===== config.mk =====
export PLATFORM = sky130hd
export DESIGN_NAME = override_auth_arbiter
export DESIGN_NICKNAME = d
export VERILOG_FILES = /design/src/rtl/override_auth_arbiter.sv
export SDC_FILE = /design/constraint.sdc
export NUM_CORES = 1
export LEC_CHECK = 0
export ABC_AREA = 1
export CORE_MARGIN = 2
export CORE_UTILIZATION = 40
export CTS_CLUSTER_DIAMETER = 200
export DETAILED_ROUTE_END_ITERATION = 10
export GPL_ROUTABILITY_DRIVEN = 0
export HOLD_SLACK_MARGIN = 0.05
export MAX_ROUTING_LAYER = met4
export PLACE_DENSITY = 0.66
export SLEW_MARGIN = 20
export SYNTH_ARGS = -nofsm -noshare
export SYNTH_HDL_FRONTEND = slang
export SYNTH_SLANG_ARGS = --single-unit

===== constraint.sdc =====
create_clock -name clk -period 3.8 [get_ports clk]
set_input_delay 0.38 -clock clk [delete_from_list [all_inputs] [get_ports clk]]
set_output_delay 0.38 -clock clk [all_outputs]
set_load 0.01 [all_outputs]

===== src/rtl/override_auth_arbiter.sv =====
// ----------------------------------------------------------------------------
// override_auth_arbiter
//
// Purpose:
//   Arbitrates analog override requests from N_REQ requesters. A lock request
//   always beats a flush request; within a class the winner is picked
//   round-robin, starting one past the last grant. The accepted token is
//   checked against a loaded 16-bit key for one cycle. On a match the
//   selected override plus the auth-valid flag are held for HOLD_CYCLES.
//   On a mismatch auth_fail pulses and the failure counter advances. Either
//   outcome is followed by COOLDOWN_CYCLES idle cycles. MAX_FAILS consecutive
//   failures raise a sticky lockout that only a key write or reset clears.
//
// Optional feature:
//   OVERRIDE_AUDIT_LOG_EN - when defined, audit_grant_cnt / audit_fail_cnt
//   count passed / failed checks (saturating at 255, cleared only by reset).
//   When undefined both ports read 0 and no counter flops exist.
//
// Ports:
//   clk, rst_n                  clock, synchronous active-low reset
//   req_valid[N_REQ]            per-requester request valid
//   req_kind[N_REQ]             1 = lock, 0 = flush
//   req_token[16*N_REQ]         requester i token at [16i+15:16i]
//   req_ready[N_REQ]            combinational one-hot accept strobe (IDLE only)
//   key_wr_en, key_wr_data      load authentication key
//   analog_lock_override        registered override to the FSM overlay
//   analog_flush_override       registered override to the FSM overlay
//   override_authentication_valid_in  registered auth-valid to the overlay
//   grant_id[3]                 index of last accepted requester
//   auth_fail                   one-cycle pulse, first cycle after a failed check
//   lockout                     sticky lockout flag
//   audit_grant_cnt[8]          passed-check counter (optional)
//   audit_fail_cnt[8]           failed-check counter (optional)
// ----------------------------------------------------------------------------
module override_auth_arbiter #(
  parameter int N_REQ           = 4,
  parameter int HOLD_CYCLES     = 16,
  parameter int COOLDOWN_CYCLES = 4,
  parameter int MAX_FAILS       = 3
) (
  input  logic                 clk,
  input  logic                 rst_n,
  input  logic [N_REQ-1:0]     req_valid,
  input  logic [N_REQ-1:0]     req_kind,
  input  logic [16*N_REQ-1:0]  req_token,
  output logic [N_REQ-1:0]     req_ready,
  input  logic                 key_wr_en,
  input  logic [15:0]          key_wr_data,
  output logic                 analog_lock_override,
  output logic                 analog_flush_override,
  output logic                 override_authentication_valid_in,
  output logic [2:0]           grant_id,
  output logic                 auth_fail,
  output logic                 lockout,
  output logic [7:0]           audit_grant_cnt,
  output logic [7:0]           audit_fail_cnt
);

  typedef enum logic [1:0] {
    S_IDLE     = 2'd0,
    S_CHECK    = 2'd1,
    S_ASSERT   = 2'd2,
    S_COOLDOWN = 2'd3
  } state_t;

  // --------------------------------------------------------------------------
  // State registers
  // --------------------------------------------------------------------------
  state_t      r_state;
  logic [15:0] r_key;
  logic        r_key_loaded;
  logic [3:0]  r_fail_cnt;
  logic        r_lockout;
  logic [2:0]  r_ptr;
  logic [2:0]  r_grant_id;
  logic        r_kind;
  logic [15:0] r_token;
  logic [15:0] r_cnt;
  logic        r_lock_ovr;
  logic        r_flush_ovr;
  logic        r_auth_valid;
  logic        r_auth_fail;

  state_t      w_state_next;
  logic [15:0] w_key_next;
  logic        w_key_loaded_next;
  logic [3:0]  w_fail_cnt_next;
  logic        w_lockout_next;
  logic [2:0]  w_ptr_next;
  logic [2:0]  w_grant_id_next;
  logic        w_kind_next;
  logic [15:0] w_token_next;
  logic [15:0] w_cnt_next;
  logic        w_lock_ovr_next;
  logic        w_flush_ovr_next;
  logic        w_auth_valid_next;
  logic        w_auth_fail_next;

  // --------------------------------------------------------------------------
  // Arbitration
  // --------------------------------------------------------------------------
  logic [N_REQ-1:0]   w_lock_req;
  logic [N_REQ-1:0]   w_flush_req;
  logic [N_REQ-1:0]   w_cand;
  logic [2*N_REQ-1:0] w_cand2;
  logic [N_REQ-1:0]   w_rot;
  logic [2:0]         w_off;
  logic [3:0]         w_sum;
  logic [2:0]         w_win_id;
  logic [3:0]         w_win_inc;
  logic [2:0]         w_ptr_after;
  logic               w_grant_ok;
  logic               w_transfer;
  logic [15:0]        w_tok_sel;
  logic               w_kind_sel;
  logic               w_tok_match;
  logic [3:0]         w_fail_inc;

  assign w_lock_req  = req_valid & req_kind;
  assign w_flush_req = req_valid & ~req_kind;
  // Only the higher-priority class competes when any lock is pending.
  assign w_cand      = (|w_lock_req) ? w_lock_req : w_flush_req;
  // Rotating the doubled vector right by the pointer puts the round-robin
  // start position at bit 0, so the lowest set bit is the winner's offset.
  assign w_cand2     = {w_cand, w_cand};
  assign w_rot       = N_REQ'(w_cand2 >> r_ptr);

  always_comb begin
    w_off = 3'd0;
    for (int k = N_REQ - 1; k >= 0; k--) begin
      if (w_rot[k]) begin
        w_off = 3'(k);
      end
    end
  end

  assign w_sum       = {1'b0, r_ptr} + {1'b0, w_off};
  assign w_win_id    = (w_sum >= 4'(N_REQ)) ? 3'(w_sum - 4'(N_REQ)) : 3'(w_sum);
  assign w_win_inc   = {1'b0, w_win_id} + 4'd1;
  assign w_ptr_after = (w_win_inc == 4'(N_REQ)) ? 3'd0 : 3'(w_win_inc);

  assign w_grant_ok  = (r_state == S_IDLE) && r_key_loaded && !r_lockout && (|w_cand);

  genvar gi;
  generate
    for (gi = 0; gi < N_REQ; gi++) begin : g_ready
      assign req_ready[gi] = w_grant_ok && (w_win_id == 3'(gi));
    end
  endgenerate

  // req_ready is only ever set on a valid requester, so any strobe is a transfer.
  assign w_transfer = |req_ready;

  always_comb begin
    w_tok_sel  = 16'd0;
    w_kind_sel = 1'b0;
    for (int k = 0; k < N_REQ; k++) begin
      if (w_win_id == 3'(k)) begin
        w_tok_sel  = req_token[16*k +: 16];
        w_kind_sel = req_kind[k];
      end
    end
  end

  // r_key still holds the pre-write value during a coinciding key write.
  assign w_tok_match = (r_token == r_key);
  assign w_fail_inc  = (r_fail_cnt >= 4'(MAX_FAILS)) ? r_fail_cnt : r_fail_cnt + 4'd1;

  // --------------------------------------------------------------------------
  // Next-state / output logic
  // --------------------------------------------------------------------------
  always_comb begin
    w_state_next      = r_state;
    w_key_next        = r_key;
    w_key_loaded_next = r_key_loaded;
    w_fail_cnt_next   = r_fail_cnt;
    w_lockout_next    = r_lockout;
    w_ptr_next        = r_ptr;
    w_grant_id_next   = r_grant_id;
    w_kind_next       = r_kind;
    w_token_next      = r_token;
    w_cnt_next        = r_cnt;
    w_lock_ovr_next   = r_lock_ovr;
    w_flush_ovr_next  = r_flush_ovr;
    w_auth_valid_next = r_auth_valid;
    w_auth_fail_next  = 1'b0;

    case (r_state)
      S_IDLE: begin
        if (w_transfer) begin
          w_kind_next     = w_kind_sel;
          w_token_next    = w_tok_sel;
          w_grant_id_next = w_win_id;
          w_ptr_next      = w_ptr_after;
          w_state_next    = S_CHECK;
        end
      end
      S_CHECK: begin
        if (w_tok_match) begin
          w_cnt_next        = 16'(HOLD_CYCLES - 1);
          w_fail_cnt_next   = 4'd0;
          w_lock_ovr_next   = r_kind;
          w_flush_ovr_next  = !r_kind;
          w_auth_valid_next = 1'b1;
          w_state_next      = S_ASSERT;
        end else begin
          w_auth_fail_next = 1'b1;
          w_fail_cnt_next  = w_fail_inc;
          if (w_fail_inc >= 4'(MAX_FAILS)) begin
            w_lockout_next = 1'b1;
          end
          w_cnt_next   = 16'(COOLDOWN_CYCLES - 1);
          w_state_next = S_COOLDOWN;
        end
      end
      S_ASSERT: begin
        if (r_cnt == 16'd0) begin
          w_lock_ovr_next   = 1'b0;
          w_flush_ovr_next  = 1'b0;
          w_auth_valid_next = 1'b0;
          w_cnt_next        = 16'(COOLDOWN_CYCLES - 1);
          w_state_next      = S_COOLDOWN;
        end else begin
          w_cnt_next = r_cnt - 16'd1;
        end
      end
      S_COOLDOWN: begin
        if (r_cnt == 16'd0) begin
          w_state_next = S_IDLE;
        end else begin
          w_cnt_next = r_cnt - 16'd1;
        end
      end
      default: begin
        w_lock_ovr_next   = 1'b0;
        w_flush_ovr_next  = 1'b0;
        w_auth_valid_next = 1'b0;
        w_state_next      = S_IDLE;
      end
    endcase

    // A key write never touches the hold in progress, but it does reset the
    // failure history and lift a lockout (overriding a same-cycle failure).
    if (key_wr_en) begin
      w_key_next        = key_wr_data;
      w_key_loaded_next = 1'b1;
      w_fail_cnt_next   = 4'd0;
      w_lockout_next    = 1'b0;
    end
  end

  always_ff @(posedge clk) begin
    if (!rst_n) begin
      r_state      <= S_IDLE;
      r_key        <= 16'd0;
      r_key_loaded <= 1'b0;
      r_fail_cnt   <= 4'd0;
      r_lockout    <= 1'b0;
      r_ptr        <= 3'd0;
      r_grant_id   <= 3'd0;
      r_kind       <= 1'b0;
      r_token      <= 16'd0;
      r_cnt        <= 16'd0;
      r_lock_ovr   <= 1'b0;
      r_flush_ovr  <= 1'b0;
      r_auth_valid <= 1'b0;
      r_auth_fail  <= 1'b0;
    end else begin
      r_state      <= w_state_next;
      r_key        <= w_key_next;
      r_key_loaded <= w_key_loaded_next;
      r_fail_cnt   <= w_fail_cnt_next;
      r_lockout    <= w_lockout_next;
      r_ptr        <= w_ptr_next;
      r_grant_id   <= w_grant_id_next;
      r_kind       <= w_kind_next;
      r_token      <= w_token_next;
      r_cnt        <= w_cnt_next;
      r_lock_ovr   <= w_lock_ovr_next;
      r_flush_ovr  <= w_flush_ovr_next;
      r_auth_valid <= w_auth_valid_next;
      r_auth_fail  <= w_auth_fail_next;
    end
  end

  assign analog_lock_override             = r_lock_ovr;
  assign analog_flush_override            = r_flush_ovr;
  assign override_authentication_valid_in = r_auth_valid;
  assign grant_id                         = r_grant_id;
  assign auth_fail                        = r_auth_fail;
  assign lockout                          = r_lockout;

  // --------------------------------------------------------------------------
  // Optional audit counters
  // --------------------------------------------------------------------------
`ifdef OVERRIDE_AUDIT_LOG_EN
  logic       w_pass;
  logic       w_fail;
  logic [7:0] r_audit_grant;
  logic [7:0] r_audit_fail;

  assign w_pass = (r_state == S_CHECK) && w_tok_match;
  assign w_fail = (r_state == S_CHECK) && !w_tok_match;

  always_ff @(posedge clk) begin
    if (!rst_n) begin
      r_audit_grant <= 8'd0;
      r_audit_fail  <= 8'd0;
    end else begin
      if (w_pass && (r_audit_grant != 8'hFF)) begin
        r_audit_grant <= r_audit_grant + 8'd1;
      end
      if (w_fail && (r_audit_fail != 8'hFF)) begin
        r_audit_fail <= r_audit_fail + 8'd1;
      end
    end
  end

  assign audit_grant_cnt = r_audit_grant;
  assign audit_fail_cnt  = r_audit_fail;
`else
  assign audit_grant_cnt = 8'd0;
  assign audit_fail_cnt  = 8'd0;
`endif

endmodule


==> impl_metrics.yaml, run 1 <==
finish:
  diodes: 0
  fillers: 947
  final_util_pct: 58.8
  register_area_sq_um: 1340
  layout-drive-gt1-share_pct: 16.5
  syn_to_final_growth_pct: 43.3
  fin_cells: 912
  multi_input_area_sq_um: 2560
  final_area_sq_um: 6070
  final_nets: 877
clock_network:
  numCtsBuffers: 9
  clkTransAtPathRegs_ns: 0.08
  insertion_delay_ns: 0.34
  cts_buffer_depth: 2
  htree_num_levels: 3
  cts.sinks: 67
  cts_tree: "built"
  ctsRootBufferMaster: "clkbuf_8"
pwr:
  p_int_uw: 2930
  p_total_uw: 5320
  power.density_nw_per_um2: 877
  swShare_pct: 44.9
  vdd.ir_drop.worst_v: 0.000630
  clockPowerShare_pct: 13.3
  pwr-share-seq_pct: 19.5
  power_frac_comb_pct: 67.2
  p_leak_uw: 0.00276
  p_sw_uw: 2390
detailed_routing:
  drc_errors: 0
  ant_nets: 0
  vias: 4435
  wire_per_inst_microns: 12.9
  viasPerCell: 4.86
  dr.pass1.iters: 4
  drt_wl_total_mm: 11.8
  drt_iter0_drc: 180
floorplanning:
  rows: 37
  die_h_microns: 107
  die_w_microns: 107
  dieArea_sq_um: 11400
  io_pins: 119
  start_util_pct: 41.0
  core_sq_um: 10300
timing:
  finalSetupTns_ns: 0
  finClkSkew_ns: 0.0190
  slew_violations: 0
  finalHoldViolations: 0
  maxSlewHeadroom_pct: 59.3
  finalSetupViolCount: 0
  worst_slew_pin_slew_ns: 0.608
  fin_crit_sh_pct: 98.7
  max_freq_mhz: 267
  finalCriticalPeriod_ns: 3.75
synthesis:
  synth_edf_count: 0
  synthCells: 635
  synth_top_area_cell: "dfxtp_1"
  synthTopCellsByArea: "dfxtp_1 (32%), nand2_1 (9.8%), nor2_1 (9.4%), o21ai_0 (6.0%), nand3_1 (5.7%)"
  yosys.area.top_type_share_pct: 31.7
  synth-seq-cells: 67
  syn_area_sq_um: 4230
  synthFlopType: "dfxtp_1"
  seq_area_frac_synth_pct: 31.7
  yosysWarnings: 0
  ys_async_sr_fraction_pct: 0
  synth_area_per_cell_sq_um: 6.67
  synth_cell_types: 41
global_routing:
  grt_pass1_vias: 4220
  grt.overflow.total: 0
  grt_max_degree: 44
  antenna_found_initial: 0
  globalRouteTotalUtil_pct: 21.1
  grt_pass1_wl_mm: 19.1
worst_setup_path:
  required_ns: 4.04
  crit_buf_inv: 7
  path_max_fanout: 13
  slowest_delay_ns: 0.60
  critPathKind: "in2reg"
  crit_family: "buffers and inverters"
  cp_common_cell: "nand2_1"
  cp_slowest_cell: "fa_2"
  end_kind: "register"
  arrival_ns: 3.99
  start_kind: "primary input"
placed_design:
  port_buffers: 102
  place_inst: 885
  dp_hpwl_mm: 8.70
  dpl-instance-area_sq_um: 5550
status:
  status: "finished clean"
min_path:
  hold_path_class: "reg2reg"
flow_run:
  max_cap_violations: 0
cell usage in the layout (no fill, tap or decap), types with 3 or more instances in the layout:
master / netlist / routed
a21oi_1: 30 / 29
a22oi_1: 17 / 10
a22oi_2: 0 / 7
buf_12: 0 / 5
buf_4: 18 / 33
buf_6: 2 / 5
bufinv_16: 0 / 3
clkbuf_8: 0 / 9
clkdlybuf4s50_1: 0 / 91
conb_1: 1 / 16
dfxtp_1: 67 / 67
dlymetal6s2s_1: 0 / 7
ha_1: 14 / 11
inv_1: 60 / 58
inv_2: 7 / 9
nand2_1: 110 / 106
nand2_2: 10 / 14
nand2_4: 3 / 3
nand3_1: 48 / 47
nand4_1: 3 / 3
nor2_1: 106 / 105
nor2_2: 6 / 7
nor2_4: 4 / 4
nor3_1: 9 / 8
o21ai_0: 51 / 40
o21ai_1: 11 / 17
o21ai_2: 0 / 5
xnor2_1: 15 / 15
xor2_1: 3 / 3
worst min-delay path, delay by kind of cell, from the launching register on:
| kind | cells | cell delay [ns] |
|---|---|---|
| simple gates | 2 | 0.09 |
| flops | 1 | 0.32 |
cell usage after synthesis, types with 2 or more instances:
master,number
nand2_1,110
nor2_1,106
dfxtp_1,67
inv_1,60
o21ai_0,51
nand3_1,48
a21oi_1,30
buf_4,18
a22oi_1,17
xnor2_1,15
ha_1,14
clkbuf_1,13
o21ai_1,11
nand2_2,10
nor3_1,9
inv_2,7
nor2_2,6
buf_2,5
nor2_4,4
nand2_4,3
nand4_1,3
xor2_1,3
a41oi_1,2
buf_6,2
clkinv_1,2
o211ai_1,2
o211ai_2,2
or2_2,2
what timing repair did:
item	in CTS	in global routing
endpoints found under the hold margin	0	0
pin swaps	1	14
hold buffers	0	0
setup buffers	0	8
resized for setup	17	52
endpoints found under the setup margin	8	29
gates cloned	0	3
cell type report:
type	instances	area share (%)
Inverter	70	4.41
Clock buffer	10	2.10
Clock inverter	6	1.84
Multi-Input combinational cell	475	42.2
Timing Repair Buffer	148	24.5
Tap cell	136	2.80
Sequential cell	67	22.1
sequential cells by signal, indices dropped and copies added, names as in the netlist:
name and cells:
auth_fail 1, override_authentication_valid_in 1, r_fail_cnt 4, r_ptr 3, grant_id 3, r_token 16
r_key 16, analog_lock_override 1, analog_flush_override 1, r_cnt 16, lockout 1, r_key_loaded 1
r_state 2, r_kind 1
worst paths after layout:
kind / from / endpoint / slack, ns / cells past startpoint
max: req_valid[1] / grant_id[1] / 0.05 / 26
min: r_fail_cnt[2] / r_fail_cnt[2] / 0.44 / 2
max reg2reg: r_ptr[0] / grant_id[1] / 0.33 / 16
min reg2reg: r_fail_cnt[2] / r_fail_cnt[2] / 0.44 / 2
metrics by stage:
stage                     hold WS [ns]  setup slack, ns
after CTS                        0.441           0.0137
final                            0.440           0.0499
after global routing             0.463           -0.128
after detailed placement         0.427           -0.396
after global placement           0.426           -0.280
after floorplan                  0.417            0.337
layer usage:
metal	track usage (%)	part of all wire (%)
met1	26.4	46
met2	35.7	48
met3	3.47	4.6
met5	-	0
met4	5.29	1.2
power groups by stage:
stage               sequential [uW]  combinational, uW  clock (uW)
finish                         1030               3580         708
global route                   1060               4020         750
CTS                            1030               3110         720
detailed placement             1040               3080           0
global placement               1040               3030           0
floorplan                      1010               2120           0
cells by family (layout without fill, tap and decap cells):
family	Yosys count	in the layout	synth area share, %
compound gates	118	118	15.8
buf+inv	108	234	11.8
mux	1	1	0.236
other cells	1	16	0.0886
simple gates	307	307	32.1
flops	67	67	31.7
xor+xnor	18	18	3.72
fa+ha+maj	15	15	4.61
Power figures use the tool's default switching activity.
==> run 2: changes to the inputs <==
Settings changed: CELL_PAD_IN_SITES_DETAIL_PLACEMENT set to 1, CELL_PAD_IN_SITES_GLOBAL_PLACEMENT set to 1, CORE_UTILIZATION 40 to 34, PLACE_DENSITY 0.66 to 0.79.
==> impl_metrics.yaml, run 2 (synthesized netlist as in run 1, its figures left out) <==
clock_network:
  ctsRootBufferMaster: "clkbuf_16"
  htree_num_levels: 3
  cts_tree: "built"
  insertion_delay_ns: 0.34
  clkTransAtPathRegs_ns: 0.05
  numCtsBuffers: 9
  cts_buffer_depth: 2
  cts.sinks: 67
  ctsHoldBuffers: 0
global_routing:
  grt_pass1_wl_mm: 23.5
  grt.overflow.total: 0
  grt_pass1_vias: 4909
  grt_max_degree: 35
  antenna_found_initial: 0
  grt.busiest_layer: "met2"
  gr-usage-met3_pct: 3.61
  globalRouteTotalUtil_pct: 23.0
  met1_usage_pct: 26.2
  use_met2_pct: 40.5
worst_setup_path:
  cp-startpoint: "req_kind[1]"
  r2r_start: "r_ptr[0]"
  start_kind: "primary input"
  end_kind: "register"
  cp-endpoint: "r_token[12]"
  worstRegToRegCells: 19
  crit_chain: "dlymetal6s2s_1, nand2_2, nand2_2, nor2_4, o21ai_1, nand2_1, o21ai_1, or2_2, o21ai_1, inv_1, nand2_1, a21oi_2, ha_2, fa_2, buf_6, ha_1, nand2_2, buf_8, o21ai_0, inv_1, a22oi_2, nand2_1, nand2_1, nor2_1"
  slowest_delay_ns: 0.62
  critPathKind: "in2reg"
  required_ns: 4.03
  cp_slowest_cell: "fa_2"
  path_max_fanout: 34
  reg2reg_setup_slack_ns: 0.36
  timing.rr.end: "r_token[12]"
  cp_common_cell: "nand2_1"
  arrival_ns: 3.81
finish:
  largestRegisters: "r_cnt (16), r_key (16), r_token (16)"
  final_cell_mix: "nor2_1 (106), nand2_1 (103), clkdlybuf4s50_1 (90)"
  layout-drive-gt1-share_pct: 17.2
  fin_cells: 953
  final_common_cell: "nor2_1"
  final_nets: 886
  syn_to_final_growth_pct: 46.6
  final_util_pct: 51.5
  fillers: 1529
  diodes: 0
floorplanning:
  rows: 40
  die_w_microns: 116
  io_pins: 119
  start_util_pct: 35.1
  dieArea_sq_um: 13400
  core_sq_um: 12100
  die_h_microns: 116
detailed_routing:
  viasPerCell: 4.85
  drc_errors: 0
  wire_per_inst_microns: 15.8
  vias: 4626
  dr.pass1.iters: 4
  ant_nets: 0
  drt_iter0_drc: 147
  drt_wl_total_mm: 15.0
timing:
  finalHoldViolations: 0
  setup_slack_ns: 0.213
  max_freq_mhz: 279
  worst_slew_pin_slew_ns: 0.674
  timing.hold.ws_ns: 0.454
  fin_crit_sh_pct: 94.4
  finalCriticalPeriod_ns: 3.59
  slew_violations: 0
  finClkSkew_ns: 0.00807
  maxSlewHeadroom_pct: 54.9
  finalSetupViolCount: 0
pwr:
  p_total_uw: 5340
  vdd.ir_drop.worst_v: 0.000564
  power.density_nw_per_um2: 860
  p_leak_uw: 0.00282
min_path:
  hold_path_class: "reg2reg"
  min_from: "r_fail_cnt[2]"
placed_design:
  dp_hpwl_mm: 10.3
  port_buffers: 102
  place_inst: 914
  dp_slack_ns: -0.519
flow_run:
  max_cap_violations: 0
status:
  status: "finished clean"
run 2: cell types whose count changed in the layout (fill, tap and decap cells not counted), sizes merged:
cell / previous run / this run
bufinv: 3 / 1
clkinvlp: 1 / 0
clkinv: 3 / 5
inv: 69 / 68
clkbuf: 14 / 16
dlymetal6s2s: 7 / 6
clkdlybuf4s50: 91 / 90
buf: 46 / 57
run 2: final cells by class:
class | instances | area (sq um) | area share [%]
multi-input combinational | 475 | 2540 | 41.0
timing repair buffer | 157 | 1540 | 24.8
sequential | 67 | 1340 | 21.6
inverter | 70 | 268 | 4.31
clock buffer | 12 | 256 | 4.13
tap | 168 | 210 | 3.39
clock inverter | 4 | 48.8 | 0.786
run 2: per-layer routing:
| layer | vias up | part of all wire, % |
|---|---|---|
| met4 | 0 | 2.8 |
| met3 | 33 | 3.6 |
| met5 | - | 0 |
| met1 | 2165 | 42 |
| met2 | 114 | 52 |
| li1 | 2314 | - |
run 2: worst min path at each step:
stage                                to  slack (ns)  depth (start not counted)
after floorplan           r_fail_cnt[2]        0.42                          2
after global placement    r_fail_cnt[2]        0.43                          2
after detailed placement  r_fail_cnt[2]        0.44                          2
after CTS                 r_fail_cnt[2]        0.45                          2
after global routing      r_fail_cnt[2]        0.49                          2
final                     r_fail_cnt[2]        0.45                          2
run 2: worst max-delay path: cells and delay by family:
kind | cells | cell delay (ns)
AO/OA/AOI/OAI | 6 | 0.80
adder cells (fa/ha/maj) | 3 | 0.96
buffers and inverters | 5 | 0.62
AND/OR/NAND/NOR | 10 | 1.05
run 2: power by group:
group / switching [uW] / internal, uW / total, uW
combinational: 1970 / 1460 / 3440
clock: 313 / 543 / 855
sequential: 169 / 875 / 1040
total: 2460 / 2880 / 5340
run 2: what timing repair did:
| item | CTS | global route |
|---|---|---|
| setup endpoints to repair | 29 | 29 |
| pin swaps | 8 | 14 |
| resized for setup | 44 | 27 |
| setup buffers | 17 | 4 |
| cloned | 0 | 2 |
run 2: through the flow:
stage / area (sq um) / setup TNS (ns)
after floorplan: 4290 / 0
after global placement: 5580 / -6.16
after detailed placement: 5580 / -13.89
after CTS: 6070 / -0.0136
after global routing: 6210 / -0.0135
final: 6210 / 0
